### src/rtl/parking_meter_multi_if.sv
// Command and display bundle between the button front end, the meter core and the scan driver.
interface parking_meter_multi_if #(
  parameter int unsigned SPACES = 4,
  parameter int unsigned SEL_W  = 2
);
  logic [SEL_W-1:0]  sel;
  logic              coin_valid;
  logic [1:0]        coin_type;
  logic              preset_valid;
  logic [13:0]       preset_val;
  logic              clear_valid;
  logic [13:0]       time_sec;
  logic [15:0]       time_bcd;
  logic [SPACES-1:0] expired;
  logic [SPACES-1:0] low;
  logic              blank;
  logic              sec_tick;

  // Command source / display consumer side
  modport master (
    output sel, coin_valid, coin_type, preset_valid, preset_val, clear_valid,
    input  time_sec, time_bcd, expired, low, blank, sec_tick
  );

  // Meter core side
  modport slave (
    input  sel, coin_valid, coin_type, preset_valid, preset_val, clear_valid,
    output time_sec, time_bcd, expired, low, blank, sec_tick
  );
endinterface

### src/rtl/parking_meter_multi.sv
// Multi-space parking meter core: per-space seconds countdown with coin/preset/clear
// commands, saturating arithmetic, and registered binary/BCD/blink outputs for the
// selected space.
module parking_meter_multi #(
  parameter int unsigned SPACES   = 4,
  parameter int unsigned SEL_W    = 2,
  parameter int unsigned TICK_DIV = 100_000_000,
  parameter int unsigned MAX_SEC  = 9999,
  parameter int unsigned LOW_SEC  = 180,
  parameter int unsigned COIN0    = 60,
  parameter int unsigned COIN1    = 120,
  parameter int unsigned COIN2    = 180,
  parameter int unsigned COIN3    = 300
) (
  input logic                  clk,
  input logic                  rst,
  parking_meter_multi_if.slave bus
);

  localparam int unsigned PW = (TICK_DIV > 1) ? $clog2(TICK_DIV) : 1;
  localparam logic [PW-1:0] PrescLast = PW'(TICK_DIV - 1);
  localparam logic [PW-1:0] PrescHalf = PW'(TICK_DIV / 2);
  localparam logic [13:0]   MaxSec    = 14'(MAX_SEC);
  localparam logic [13:0]   LowSec    = 14'(LOW_SEC);

  // Exact double-dabble conversion; valid for 0..9999.
  function automatic logic [15:0] bin2bcd(input logic [13:0] b);
    logic [29:0] s;
    s = {16'd0, b};
    for (int i = 0; i < 14; i++) begin
      for (int d = 0; d < 4; d++) begin
        if (s[14+4*d +: 4] >= 4'd5) s[14+4*d +: 4] = s[14+4*d +: 4] + 4'd3;
      end
      s = s << 1;
    end
    return s[29:14];
  endfunction

  logic [PW-1:0]     presc_q;
  logic              odd_q;
  logic              tick;
  logic              tick_q;
  logic [13:0]       cnt_q    [SPACES];
  logic [13:0]       cnt_d    [SPACES];
  logic [13:0]       dec      [SPACES];
  logic [14:0]       coin_sum [SPACES];
  logic [13:0]       coin_amt;
  logic [13:0]       preset_sat;
  logic [13:0]       sel_val;
  logic              sel_ok;
  logic [SPACES-1:0] expired_d;
  logic [SPACES-1:0] low_d;
  logic              blank_d;

  logic [13:0]       time_sec_q;
  logic [15:0]       time_bcd_q;
  logic [SPACES-1:0] expired_q;
  logic [SPACES-1:0] low_q;
  logic              blank_q;
  logic              sec_tick_q;

  assign tick = (presc_q == PrescLast);

  // Coin denomination lookup and preset clamp
  always_comb begin
    coin_amt = 14'(COIN0);
    unique case (bus.coin_type)
      2'd0: coin_amt = 14'(COIN0);
      2'd1: coin_amt = 14'(COIN1);
      2'd2: coin_amt = 14'(COIN2);
      2'd3: coin_amt = 14'(COIN3);
    endcase
    preset_sat = (bus.preset_val > MaxSec) ? MaxSec : bus.preset_val;
  end

  // Per-space next value: tick decrement first, then the highest-priority command
  always_comb begin
    for (int i = 0; i < SPACES; i++) begin
      dec[i]      = (tick && cnt_q[i] != 14'd0) ? cnt_q[i] - 14'd1 : cnt_q[i];
      coin_sum[i] = {1'b0, dec[i]} + {1'b0, coin_amt};
      cnt_d[i]    = dec[i];
      // Out-of-range sel never matches any space, so such commands are dropped.
      if (bus.sel == SEL_W'(i)) begin
        if (bus.clear_valid) begin
          cnt_d[i] = 14'd0;
        end else if (bus.preset_valid) begin
          cnt_d[i] = preset_sat;
        end else if (bus.coin_valid) begin
          cnt_d[i] = (coin_sum[i] > {1'b0, MaxSec}) ? MaxSec : coin_sum[i][13:0];
        end
      end
    end
  end

  // Selected-space value and status flags derived from the current counters
  always_comb begin
    sel_val = 14'd0;
    sel_ok  = 1'b0;
    for (int i = 0; i < SPACES; i++) begin
      if (bus.sel == SEL_W'(i)) begin
        sel_val = cnt_q[i];
        sel_ok  = 1'b1;
      end
      expired_d[i] = (cnt_q[i] == 14'd0);
      low_d[i]     = (cnt_q[i] != 14'd0) && (cnt_q[i] < LowSec);
    end
    if (!sel_ok) begin
      blank_d = 1'b1;
    end else if (sel_val == 14'd0) begin
      blank_d = odd_q;
    end else if (sel_val < LowSec) begin
      blank_d = (presc_q >= PrescHalf);
    end else begin
      blank_d = 1'b0;
    end
  end

  // Prescaler, blink parity and space counters
  always_ff @(posedge clk) begin
    if (rst) begin
      presc_q <= '0;
      odd_q   <= 1'b0;
      tick_q  <= 1'b0;
      for (int i = 0; i < SPACES; i++) cnt_q[i] <= 14'd0;
    end else begin
      presc_q <= tick ? '0 : presc_q + PW'(1);
      odd_q   <= odd_q ^ tick;
      tick_q  <= tick;
      for (int i = 0; i < SPACES; i++) cnt_q[i] <= cnt_d[i];
    end
  end

  // Registered outputs, one edge behind the counters; sec_tick is delayed to match
  always_ff @(posedge clk) begin
    if (rst) begin
      time_sec_q <= 14'd0;
      time_bcd_q <= 16'h0000;
      expired_q  <= '1;
      low_q      <= '0;
      blank_q    <= 1'b0;
      sec_tick_q <= 1'b0;
    end else begin
      time_sec_q <= sel_val;
      time_bcd_q <= bin2bcd(sel_val);
      expired_q  <= expired_d;
      low_q      <= low_d;
      blank_q    <= blank_d;
      sec_tick_q <= tick_q;
    end
  end

  assign bus.time_sec = time_sec_q;
  assign bus.time_bcd = time_bcd_q;
  assign bus.expired  = expired_q;
  assign bus.low      = low_q;
  assign bus.blank    = blank_q;
  assign bus.sec_tick = sec_tick_q;

endmodule

### src/flat_wrapper.sv
// flat-port wrapper written by rule: the top's interface ports become plain ports
module parking_meter_multi_flat 
#(
  parameter int unsigned SPACES   = 4,
  parameter int unsigned SEL_W    = 2,
  parameter int unsigned TICK_DIV = 100_000_000,
  parameter int unsigned MAX_SEC  = 9999,
  parameter int unsigned LOW_SEC  = 180,
  parameter int unsigned COIN0    = 60,
  parameter int unsigned COIN1    = 120,
  parameter int unsigned COIN2    = 180,
  parameter int unsigned COIN3    = 300
)
  (clk, rst, bus_sel, bus_coin_valid, bus_coin_type, bus_preset_valid, bus_preset_val, bus_clear_valid, bus_time_sec, bus_time_bcd, bus_expired, bus_low, bus_blank, bus_sec_tick);
  parking_meter_multi_if #(.SPACES(SPACES), .SEL_W(SEL_W)) bus_i ();
  input logic clk;
  input logic rst;
  input wire logic [$bits(bus_i.sel)-1:0] bus_sel;
  input wire logic [$bits(bus_i.coin_valid)-1:0] bus_coin_valid;
  input wire logic [$bits(bus_i.coin_type)-1:0] bus_coin_type;
  input wire logic [$bits(bus_i.preset_valid)-1:0] bus_preset_valid;
  input wire logic [$bits(bus_i.preset_val)-1:0] bus_preset_val;
  input wire logic [$bits(bus_i.clear_valid)-1:0] bus_clear_valid;
  output wire logic [$bits(bus_i.time_sec)-1:0] bus_time_sec;
  output wire logic [$bits(bus_i.time_bcd)-1:0] bus_time_bcd;
  output wire logic [$bits(bus_i.expired)-1:0] bus_expired;
  output wire logic [$bits(bus_i.low)-1:0] bus_low;
  output wire logic [$bits(bus_i.blank)-1:0] bus_blank;
  output wire logic [$bits(bus_i.sec_tick)-1:0] bus_sec_tick;
  assign bus_i.sel = bus_sel;
  assign bus_i.coin_valid = bus_coin_valid;
  assign bus_i.coin_type = bus_coin_type;
  assign bus_i.preset_valid = bus_preset_valid;
  assign bus_i.preset_val = bus_preset_val;
  assign bus_i.clear_valid = bus_clear_valid;
  assign bus_time_sec = bus_i.time_sec;
  assign bus_time_bcd = bus_i.time_bcd;
  assign bus_expired = bus_i.expired;
  assign bus_low = bus_i.low;
  assign bus_blank = bus_i.blank;
  assign bus_sec_tick = bus_i.sec_tick;
  parking_meter_multi #(.SPACES(SPACES), .SEL_W(SEL_W), .TICK_DIV(TICK_DIV), .MAX_SEC(MAX_SEC), .LOW_SEC(LOW_SEC), .COIN0(COIN0), .COIN1(COIN1), .COIN2(COIN2), .COIN3(COIN3)) u_core (.clk(clk), .rst(rst), .bus(bus_i));
endmodule
### config.mk
export PLATFORM = sky130hd
export DESIGN_NAME = parking_meter_multi_flat
export DESIGN_NICKNAME = d
export VERILOG_FILES = /design/src/rtl/parking_meter_multi_if.sv /design/src/rtl/parking_meter_multi.sv /design/src/flat_wrapper.sv
export SDC_FILE = /design/constraint.sdc
export NUM_CORES = 1
export LEC_CHECK = 0
export CAP_MARGIN = 20
export CORE_MARGIN = 3
export CORE_UTILIZATION = 65
export DETAILED_ROUTE_END_ITERATION = 16
export GPL_ROUTABILITY_DRIVEN = 1
export PLACE_DENSITY = 0.85
export SYNTH_ARGS = -nofsm -noshare
export SYNTH_HDL_FRONTEND = slang
export SYNTH_SLANG_ARGS = --single-unit
### constraint.sdc
create_clock -name clk -period 22.7 [get_ports clk]
set_input_delay 4.54 -clock clk [delete_from_list [all_inputs] [get_ports clk]]
set_output_delay 4.54 -clock clk [all_outputs]
set_load 0.05 [all_outputs]
Yosys cells after proc, flatten, opt, wreduce, memory -nomap -nowiden
Memory sizes are Yosys's and may differ from the RTL's.
Index checks and enable logic that the tools add are counted.
{"block": "totals", "reg_bits": 69, "mem_bits_rw": 56, "input_bits": 23, "output_inout_bits": 40, "wordCells": 295, "memories": 1}
{"block": "classes", "add_sub_neg": 57, "magnitude_cmp": 59, "n_eq_ne": 7, "muxes": 137, "bitwise_logic": 5, "n_reduce_logical": 20}
{"memory": "u_core.cnt_q", "words": 4, "word_bits": 14, "rd": 4, "rd_ports_with_merged_regs": 0, "write_ports": 4, "line_no": "parking_meter_multi.sv:43", "rtl": "logic [13:0] cnt_q [SPACES];"}
{"cell": "2-to-1 mux 14 bit", "count": 33}
{"cell": "2-to-1 mux 4 bit", "count": 72}
{"cell": "greater-or-equal comparator 4 x 3 -> 1 bit (second input constant)", "count": 47}
{"cell": "adder 4 x 2 -> 4 bit (second input constant)", "count": 36}
{"cell": "logical NOT 14 bit", "count": 5}
{"cell": "< comparator 14 x 8 -> 1 bit (second input constant)", "count": 5}
{"cell": "2-to-1 mux 3 bit", "count": 21}
{"cell": "adder 14 x 14 -> 15 bit", "count": 4}
{"cell": "greater-than comparator 15 x 14 -> 1 bit (second input constant)", "count": 4}
{"cell": "one-hot mux 14 bit (4 select lines)", "count": 1}
{"cell": "nonzero test 14 bit", "count": 4}
{"cell": "subtractor 14 x 1 -> 14 bit (second input constant)", "count": 4}
{"cell": "adder 3 x 2 -> 3 bit (second input constant)", "count": 11}
{"cell": "adder 27 x 1 -> 27 bit (second input constant)", "count": 1}
{"cell": "== test 27 bit (second input constant)", "count": 1}
{"cell": "greater-or-equal comparator 27 x 26 -> 1 bit (second input constant)", "count": 1}
{"cell": "greater-than comparator 14 bit (second input constant)", "count": 1}
{"cell": "2-to-1 mux 1 bit", "count": 10}
{"cell": "== test 2 bit (second input constant)", "count": 4}
{"cell": "logical AND 1 bit", "count": 8}
{"cell": "== test 2 x 1 -> 1 bit (second input constant)", "count": 2}
{"cell": "logical NOT 2 bit", "count": 2}
{"cell": "bitwise OR 1 bit", "count": 4}
{"cell": "adder 1 x 2 -> 3 bit (second input constant)", "count": 1}
{"cell": "3 further kinds", "count": 3}

Depth between registers and ports, before layout
{"block": "depth", "depth_word": 43, "depth_mapped": 62, "mapped_depth_nobuf": 59}

Least setup slack after synthesis
Ideal clock, no wire load.
{"block": "synth_timing", "path_kind": "input -> register", "startpoint": "input bus_sel[1]", "endpoint": "register u_core.time_bcd_q[14], in the netlist u_core.bus.time_bcd[14]", "setup_ns": 0.128, "t_arrival_ns": 14.695, "t_required_ns": 22.572, "slack_ns": 7.877, "stages": 58, "n_path_buf": 3, "cell_sequence": "buf_6 mux4_2 buf_6 or2_1 ha_1 inv_1 nand2_1 o21ai_2 inv_1 ha_1 nand2b_1 a211o_1 o21ai_4 nor2_1 xnor2_1 ha_1 clkbuf_1 inv_1 [... 22 more ...] or3_1 a31oi_2 nor2_2 o21ai_1 xnor2_2 nand2b_1 nor2b_1 xnor2_1 ha_1 inv_1 ha_1 a21o_1 xor2_1 ha_1 nor2b_1 o21a_1 mux2i_1 nor2b_1"}
{"block": "synth_between", "elab_chain_cells": 43, "word_cells_on_any_way": 155, "classes_between": "add/sub: 37; order compare: 37; eq/ne: 3; mux: 77; reduce/logical: 1"}
{"element": "start, declared", "line_no": "flat_wrapper.sv:18", "rtl": "input wire logic [$bits(bus_i.sel)-1:0] bus_sel;"}
{"element": "logical NOT 2 bit", "line_no": "parking_meter_multi.sv:100", "rtl": "if (bus.sel == SEL_W'(i)) begin"}
{"element": "2-to-1 mux 14 bit (3 in a row)", "line_no": "parking_meter_multi.sv:100"}
{"element": "2-to-1 mux 14 bit *", "line_no": "parking_meter_multi.sv:100"}
{"element": "greater-or-equal comparator 1 x 3 -> 1 bit or adder 1 x 2 -> 3 bit (tied branches)", "line_no": "parking_meter_multi.sv:32", "rtl": "if (s[14+4*d +: 4] >= 4'd5) s[14+4*d +: 4] = s[14+4*d +: 4] + 4'd3;"}
{"element": "2-to-1 mux 4 bit", "line_no": "parking_meter_multi.sv:32"}
{"element": "2-to-1 mux 4 bit", "line_no": "parking_meter_multi.sv:135", "rtl": "if (rst) begin"}
{"element": "adder 4 x 2 -> 4 bit or greater-or-equal comparator 4 x 3 -> 1 bit (tied branches)", "line_no": "parking_meter_multi.sv:32"}
{"element": "2-to-1 mux 4 bit", "line_no": "parking_meter_multi.sv:32"}
{"element": "[... 25 more ...]"}
{"element": "adder 4 x 2 -> 4 bit, or another cell as far along", "line_no": "parking_meter_multi.sv:32"}
{"element": "2-to-1 mux 4 bit or 2-to-1 mux 3 bit (tied branches)", "line_no": "parking_meter_multi.sv:32"}
{"element": "2-to-1 mux 4 bit or 2-to-1 mux 3 bit (tied branches)", "line_no": "parking_meter_multi.sv:135"}
{"element": "adder 4 x 2 -> 4 bit, or another cell as far along", "line_no": "parking_meter_multi.sv:32"}
{"element": "2-to-1 mux 4 bit or 2-to-1 mux 3 bit (tied branches)", "line_no": "parking_meter_multi.sv:32"}
{"element": "2-to-1 mux 4 bit or 2-to-1 mux 3 bit (tied branches)", "line_no": "parking_meter_multi.sv:135"}
{"element": "greater-or-equal comparator 4 x 3 -> 1 bit or adder 3 x 2 -> 3 bit (tied branches)", "line_no": "parking_meter_multi.sv:32"}
{"element": "2-to-1 mux 3 bit *", "line_no": "parking_meter_multi.sv:32"}
{"element": "end signal, assigned", "line_no": "parking_meter_multi.sv:144", "rtl": "time_bcd_q <= bin2bcd(sel_val);"}
{"element": "end, declared", "line_no": "parking_meter_multi.sv:56", "rtl": "logic [15:0] time_bcd_q;"}
Mark *: on every way between the ends. The rest lies on a longest branch, timed or not. The select of a mux whose other input is x is not followed.
A chain may end at the register's enable or synchronous reset.

Worst setup path after layout
{"block": "layout_timing", "startpoint": "input bus_sel[1]", "endpoint": "register u_core.time_bcd_q[7], in the netlist u_core.bus.time_bcd[7]"}
{"block": "layout_between", "elab_chain_cells": 43, "word_cells_on_any_way": 99, "classes_between": "add/sub: 23; order compare: 23; eq/ne: 3; mux: 49; reduce/logical: 1"}
{"element": "logical NOT 2 bit", "line_no": "parking_meter_multi.sv:100"}
{"element": "2-to-1 mux 14 bit (3 in a row)", "line_no": "parking_meter_multi.sv:100"}
{"element": "2-to-1 mux 14 bit *", "line_no": "parking_meter_multi.sv:100"}
{"element": "greater-or-equal comparator 1 x 3 -> 1 bit or adder 1 x 2 -> 3 bit (tied branches)", "line_no": "parking_meter_multi.sv:32"}
{"element": "2-to-1 mux 4 bit", "line_no": "parking_meter_multi.sv:32"}
{"element": "2-to-1 mux 4 bit", "line_no": "parking_meter_multi.sv:135"}
{"element": "adder 4 x 2 -> 4 bit or greater-or-equal comparator 4 x 3 -> 1 bit (tied branches)", "line_no": "parking_meter_multi.sv:32"}
{"element": "2-to-1 mux 4 bit", "line_no": "parking_meter_multi.sv:32"}
{"element": "[... 25 more ...]"}
{"element": "adder 4 x 2 -> 4 bit or greater-or-equal comparator 4 x 3 -> 1 bit (tied branches)", "line_no": "parking_meter_multi.sv:32"}
{"element": "2-to-1 mux 4 bit", "line_no": "parking_meter_multi.sv:32"}
{"element": "2-to-1 mux 4 bit", "line_no": "parking_meter_multi.sv:135"}
{"element": "adder 4 x 2 -> 4 bit or greater-or-equal comparator 4 x 3 -> 1 bit (tied branches)", "line_no": "parking_meter_multi.sv:32"}
{"element": "2-to-1 mux 4 bit", "line_no": "parking_meter_multi.sv:32"}
{"element": "2-to-1 mux 4 bit", "line_no": "parking_meter_multi.sv:135"}
{"element": "adder 4 x 2 -> 4 bit or greater-or-equal comparator 4 x 3 -> 1 bit (tied branches)", "line_no": "parking_meter_multi.sv:32"}
{"element": "2-to-1 mux 4 bit *", "line_no": "parking_meter_multi.sv:32"}
Marked as above.

==> metrics.txt <==
# TYPE chip_impl_metric gauge
chip_impl_metric{name="multi_input_area",unit="um^2"} 9500
chip_impl_metric{name="cp.arrival",unit="ps"} 17110
chip_impl_metric{name="global_route.usage.total",unit="%"} 32.9
chip_impl_metric{name="drt-wirelength-per-cell",unit="um"} 18.2
chip_impl_metric{name="final_max_slew_viol_count",unit=""} 0
chip_impl_info{name="holdCritPathClass",value="reg2reg"} 1
chip_impl_metric{name="slew_worst_pin",unit="ps"} 865
chip_impl_info{name="startpoint_type",value="primary input"} 1
chip_impl_info{name="synth_area_leader_cell",value="dfxtp_1"} 1
chip_impl_metric{name="num-nets-final",unit=""} 1792
chip_impl_metric{name="number_of_flops_mapped_to_enable_cells_by_yosys",unit=""} 0
chip_impl_metric{name="area_share_of_and_or_nand_nor_cells_after_synthesis",unit="%"} 26.3
chip_impl_metric{name="crit_required",unit="ps"} 23060
chip_impl_info{name="timing.setup.critical_path_class",value="in2reg"} 1
chip_impl_metric{name="tns",unit="ps"} 0
chip_impl_metric{name="gp_congestion",unit=""} 1.01
chip_impl_metric{name="fmax",unit="MHz"} 59.7
chip_impl_info{name="synth.top_cells.by_count",value="nor2_1, nand2_1, a21oi_1"} 1
chip_impl_metric{name="detailed_place_hpwl",unit="um"} 26000
chip_impl_metric{name="drive_gt1_share",unit="%"} 8.29
chip_impl_metric{name="synth-xor-area-share",unit="%"} 8.67
chip_impl_info{name="synth_top_flop_cell",value="dfxtp_1"} 1
chip_impl_metric{name="share_of_the_synthesized_area_in_compound_gates_ao_oa_aoi_oai",unit="%"} 28.8
chip_impl_metric{name="top_level_ports",unit=""} 63
chip_impl_metric{name="grt_max_degree",unit=""} 88
chip_impl_metric{name="crit_path_time_final",unit="ps"} 16750
chip_impl_metric{name="post-route-drc-count",unit=""} 0
chip_impl_metric{name="cts_max_path_buffers",unit=""} 2
chip_impl_metric{name="insertedDiodeCount",unit=""} 0
chip_impl_metric{name="detailed_place.area",unit="um^2"} 13200
chip_impl_metric{name="timing_hold_violations_final",unit=""} 0
chip_impl_metric{name="rows",unit=""} 50
chip_impl_info{name="crit_path_top_delay_cell",value="mux4_2"} 1
chip_impl_info{name="tritoncts",value="done"} 1
chip_impl_metric{name="netlist-cell-type-count",unit=""} 118
chip_impl_metric{name="critPathMaxStageDelay",unit="ps"} 720
chip_impl_info{name="cp-end-kind",value="flip-flop"} 1
chip_impl_metric{name="initial_utilization",unit="%"} 66.8
chip_impl_metric{name="antenna_left",unit=""} 0
chip_impl_metric{name="h_tree_lvl_count",unit=""} 4
chip_impl_metric{name="cts_resized",unit=""} 0
chip_impl_metric{name="critical_path.max_fanout",unit=""} 34
chip_impl_metric{name="worstSkewPairLatency",unit="ps"} 430
chip_impl_metric{name="gr-total-overflow",unit=""} 0
chip_impl_metric{name="finalWirelength",unit="um"} 36100
chip_impl_metric{name="syn-instance-count",unit=""} 1700
chip_impl_metric{name="place.port_buffers",unit=""} 62
chip_impl_info{name="cts_root_buffer",value="clkbuf_16"} 1
chip_impl_info{name="status",value="finished, final reports clean"} 1
chip_impl_metric{name="vdd.ir_drop.worst",unit="uV"} 84.7
chip_impl_metric{name="power",unit="uW"} 1170
chip_impl_metric{name="drt-vias-per-instance",unit=""} 6.64
chip_impl_metric{name="setup_viol",unit=""} 0
chip_impl_metric{name="relative_area_change_from_synthesis_to_final_layout",unit="%"} 9.98
chip_impl_metric{name="detailedRoute.firstIterationViolations",unit=""} 1169
chip_impl_metric{name="postSynthNetCount",unit=""} 1780
chip_impl_metric{name="ys_async_sr_fraction",unit="%"} 0
chip_impl_metric{name="power-per-cell-area",unit="nW/um^2"} 84.5
chip_impl_metric{name="slew_headroom",unit="%"} 40.7
chip_impl_metric{name="clk_pin_slew_worst_paths",unit="ps"} 60
chip_impl_metric{name="holdBufCountCts",unit=""} 0
chip_impl_metric{name="cts_sinks",unit=""} 124
chip_impl_metric{name="fill_cell_count",unit=""} 1467
chip_impl_metric{name="initial_antenna_violation_count",unit=""} 0
chip_impl_metric{name="postCtsSetupRepairBufs",unit=""} 0
chip_impl_metric{name="detailedRoute.firstPassIterationCount",unit=""} 5
chip_impl_metric{name="post_synthesis_mux_area_share",unit="%"} 5.64
chip_impl_metric{name="stdcell_area",unit="um^2"} 13800
chip_impl_metric{name="tritoncts.num_buffers",unit=""} 17
chip_impl_metric{name="route.vias.total",unit=""} 13200
chip_impl_metric{name="register_area",unit="um^2"} 2480
chip_impl_metric{name="synth_warnings",unit=""} 0
chip_impl_metric{name="share_of_the_synthesized_area_in_the_top_cell_type",unit="%"} 19.7
chip_impl_metric{name="grt_pass1_vias",unit=""} 12400
chip_impl_metric{name="min_period_over_period",unit="%"} 73.8
chip_impl_metric{name="post_synth_instance_area",unit="um^2"} 12600
chip_impl_info{name="dominant_combinational_cell_family_by_area_after_synthesis",value="compound AO/OA/AOI/OAI gates"} 1
chip_impl_metric{name="synth_sequential_area_ratio",unit="%"} 19.7
chip_impl_metric{name="syn_area_per_cell",unit="um^2"} 7.40
chip_impl_info{name="yosys.cell_count.top_type",value="nor2_1"} 1
chip_impl_metric{name="yosys_register_bits",unit=""} 124
chip_impl_info{name="synth_top_cells_by_area",value="dfxtp_1, nor2_1, ha_1, a21oi_1, nand2_1"} 1
chip_impl_metric{name="grt_first_pass_wirelength",unit="um"} 59200
chip_impl_metric{name="fin_hold_ws",unit="ps"} 464
chip_impl_metric{name="core_region_area",unit="um^2"} 18800
chip_impl_metric{name="drv_cap",unit=""} 0
chip_impl_metric{name="post_synth_fa_ha_maj_area_fraction",unit="%"} 6.07
chip_impl_metric{name="final_clock_skew",unit="ps"} 11.3
chip_impl_info{name="setup_repair_after_global_routing_missed_its_margin",value="no"} 1
chip_impl_metric{name="die_h",unit="um"} 145
chip_impl_metric{name="die_area",unit="um^2"} 21100
chip_impl_metric{name="power.leakage",unit="uW"} 0.00544
chip_impl_metric{name="fp.dieW",unit="um"} 145
## path summary, 6_finish.rpt
check | start | endpoint | slack [ps] | depth (start not counted)
hold / removal | u_core.tick_q | u_core.bus.sec_tick | 460 | 1
setup reg to reg | u_core.cnt_q[3][12] | u_core.bus.time_bcd[7] | 10540 | 58
setup / recovery | bus_sel[1] | u_core.bus.time_bcd[7] | 5950 | 60
hold reg to reg | u_core.tick_q | u_core.bus.sec_tick | 460 | 1
## cell type report
| cell class | count | area share (%) |
|---|---|---|
| repair buffers | 74 | 5.09 |
| multi-input cells | 1434 | 68.7 |
| flip-flops and latches | 124 | 17.9 |
| well taps | 260 | 2.35 |
| clock buffers | 17 | 3.08 |
| inverters | 61 | 1.66 |
| clock inverters | 15 | 1.21 |
## worst max-delay path, delay by kind of cell
family | cells | cell delay [ps]
compound gates | 18 | 3700
fa+ha+maj | 10 | 2520
buf+inv | 13 | 2080
simple gates | 13 | 2070
mux | 4 | 1590
xor+xnor | 2 | 570
## cell usage in the layout (no fill, tap or decap), types with 27 or more instances in the layout
cell type        synthesis  routed
nor2_1                 245     245
nand2_1                141     141
a21oi_1                126     126
dfxtp_1                124     124
o21ai_0                 87      87
clkdlybuf4s50_1          0      60
nor3_1                  58      58
xnor2_1                 57      57
inv_1                   56      56
xor2_1                  53      53
ha_1                    53      53
nand3_1                 49      49
o211ai_1                36      36
nand2b_1                32      32
mux2i_1                 32      32
a31oi_1                 27      27
## kinds of logic after synthesis
logic type | after synthesis
AND/OR/NAND/NOR | 687
buffers and inverters | 142
multiplexers | 57
flip-flops | 124
XOR/XNOR | 116
AO/OA/AOI/OAI | 515
adder cells (fa/ha/maj) | 59
## metrics by stage
stage               util (%)  std cells  setup slack (ps)
floorplan                  -       1700              7880
global placement        70.2       1951              6260
detailed placement      70.2       1951              5610
CTS                     73.4       1983              6020
global route            73.4       1985              5090
finish                  73.4       1985              5950
## sequential cells by signal, indices dropped and copies added, names as in the netlist
register             flops
u_core.odd_q             1
u_core.bus.time_sec     13
u_core.tick_q            1
u_core.bus.low           4
u_core.presc_q          27
u_core.bus.sec_tick      1
u_core.bus.expired       4
u_core.bus.blank         1
u_core.cnt_q            56
u_core.bus.time_bcd     16
## per-layer routing
metal / up-vias / wire length [um] / track usage, %
li1: 6257 / - / -
met2: 657 / 17700 / 58.0
met5: - / 0 / 0
met3: 140 / 2940 / 5.47
met1: 6123 / 14100 / 40.0
met4: 0 / 1410 / 13.2
## power by group
| part | switching [uW] | leakage [uW] | internal, uW |
|---|---|---|---|
| combinational | 394 | 0.00414 | 245 |
| clock | 127 | 0.000287 | 157 |
| sequential | 9.81 | 0.00101 | 235 |
| total | 532 | 0.00544 | 637 |
Note: power is estimated with default switching activity, not from simulation.
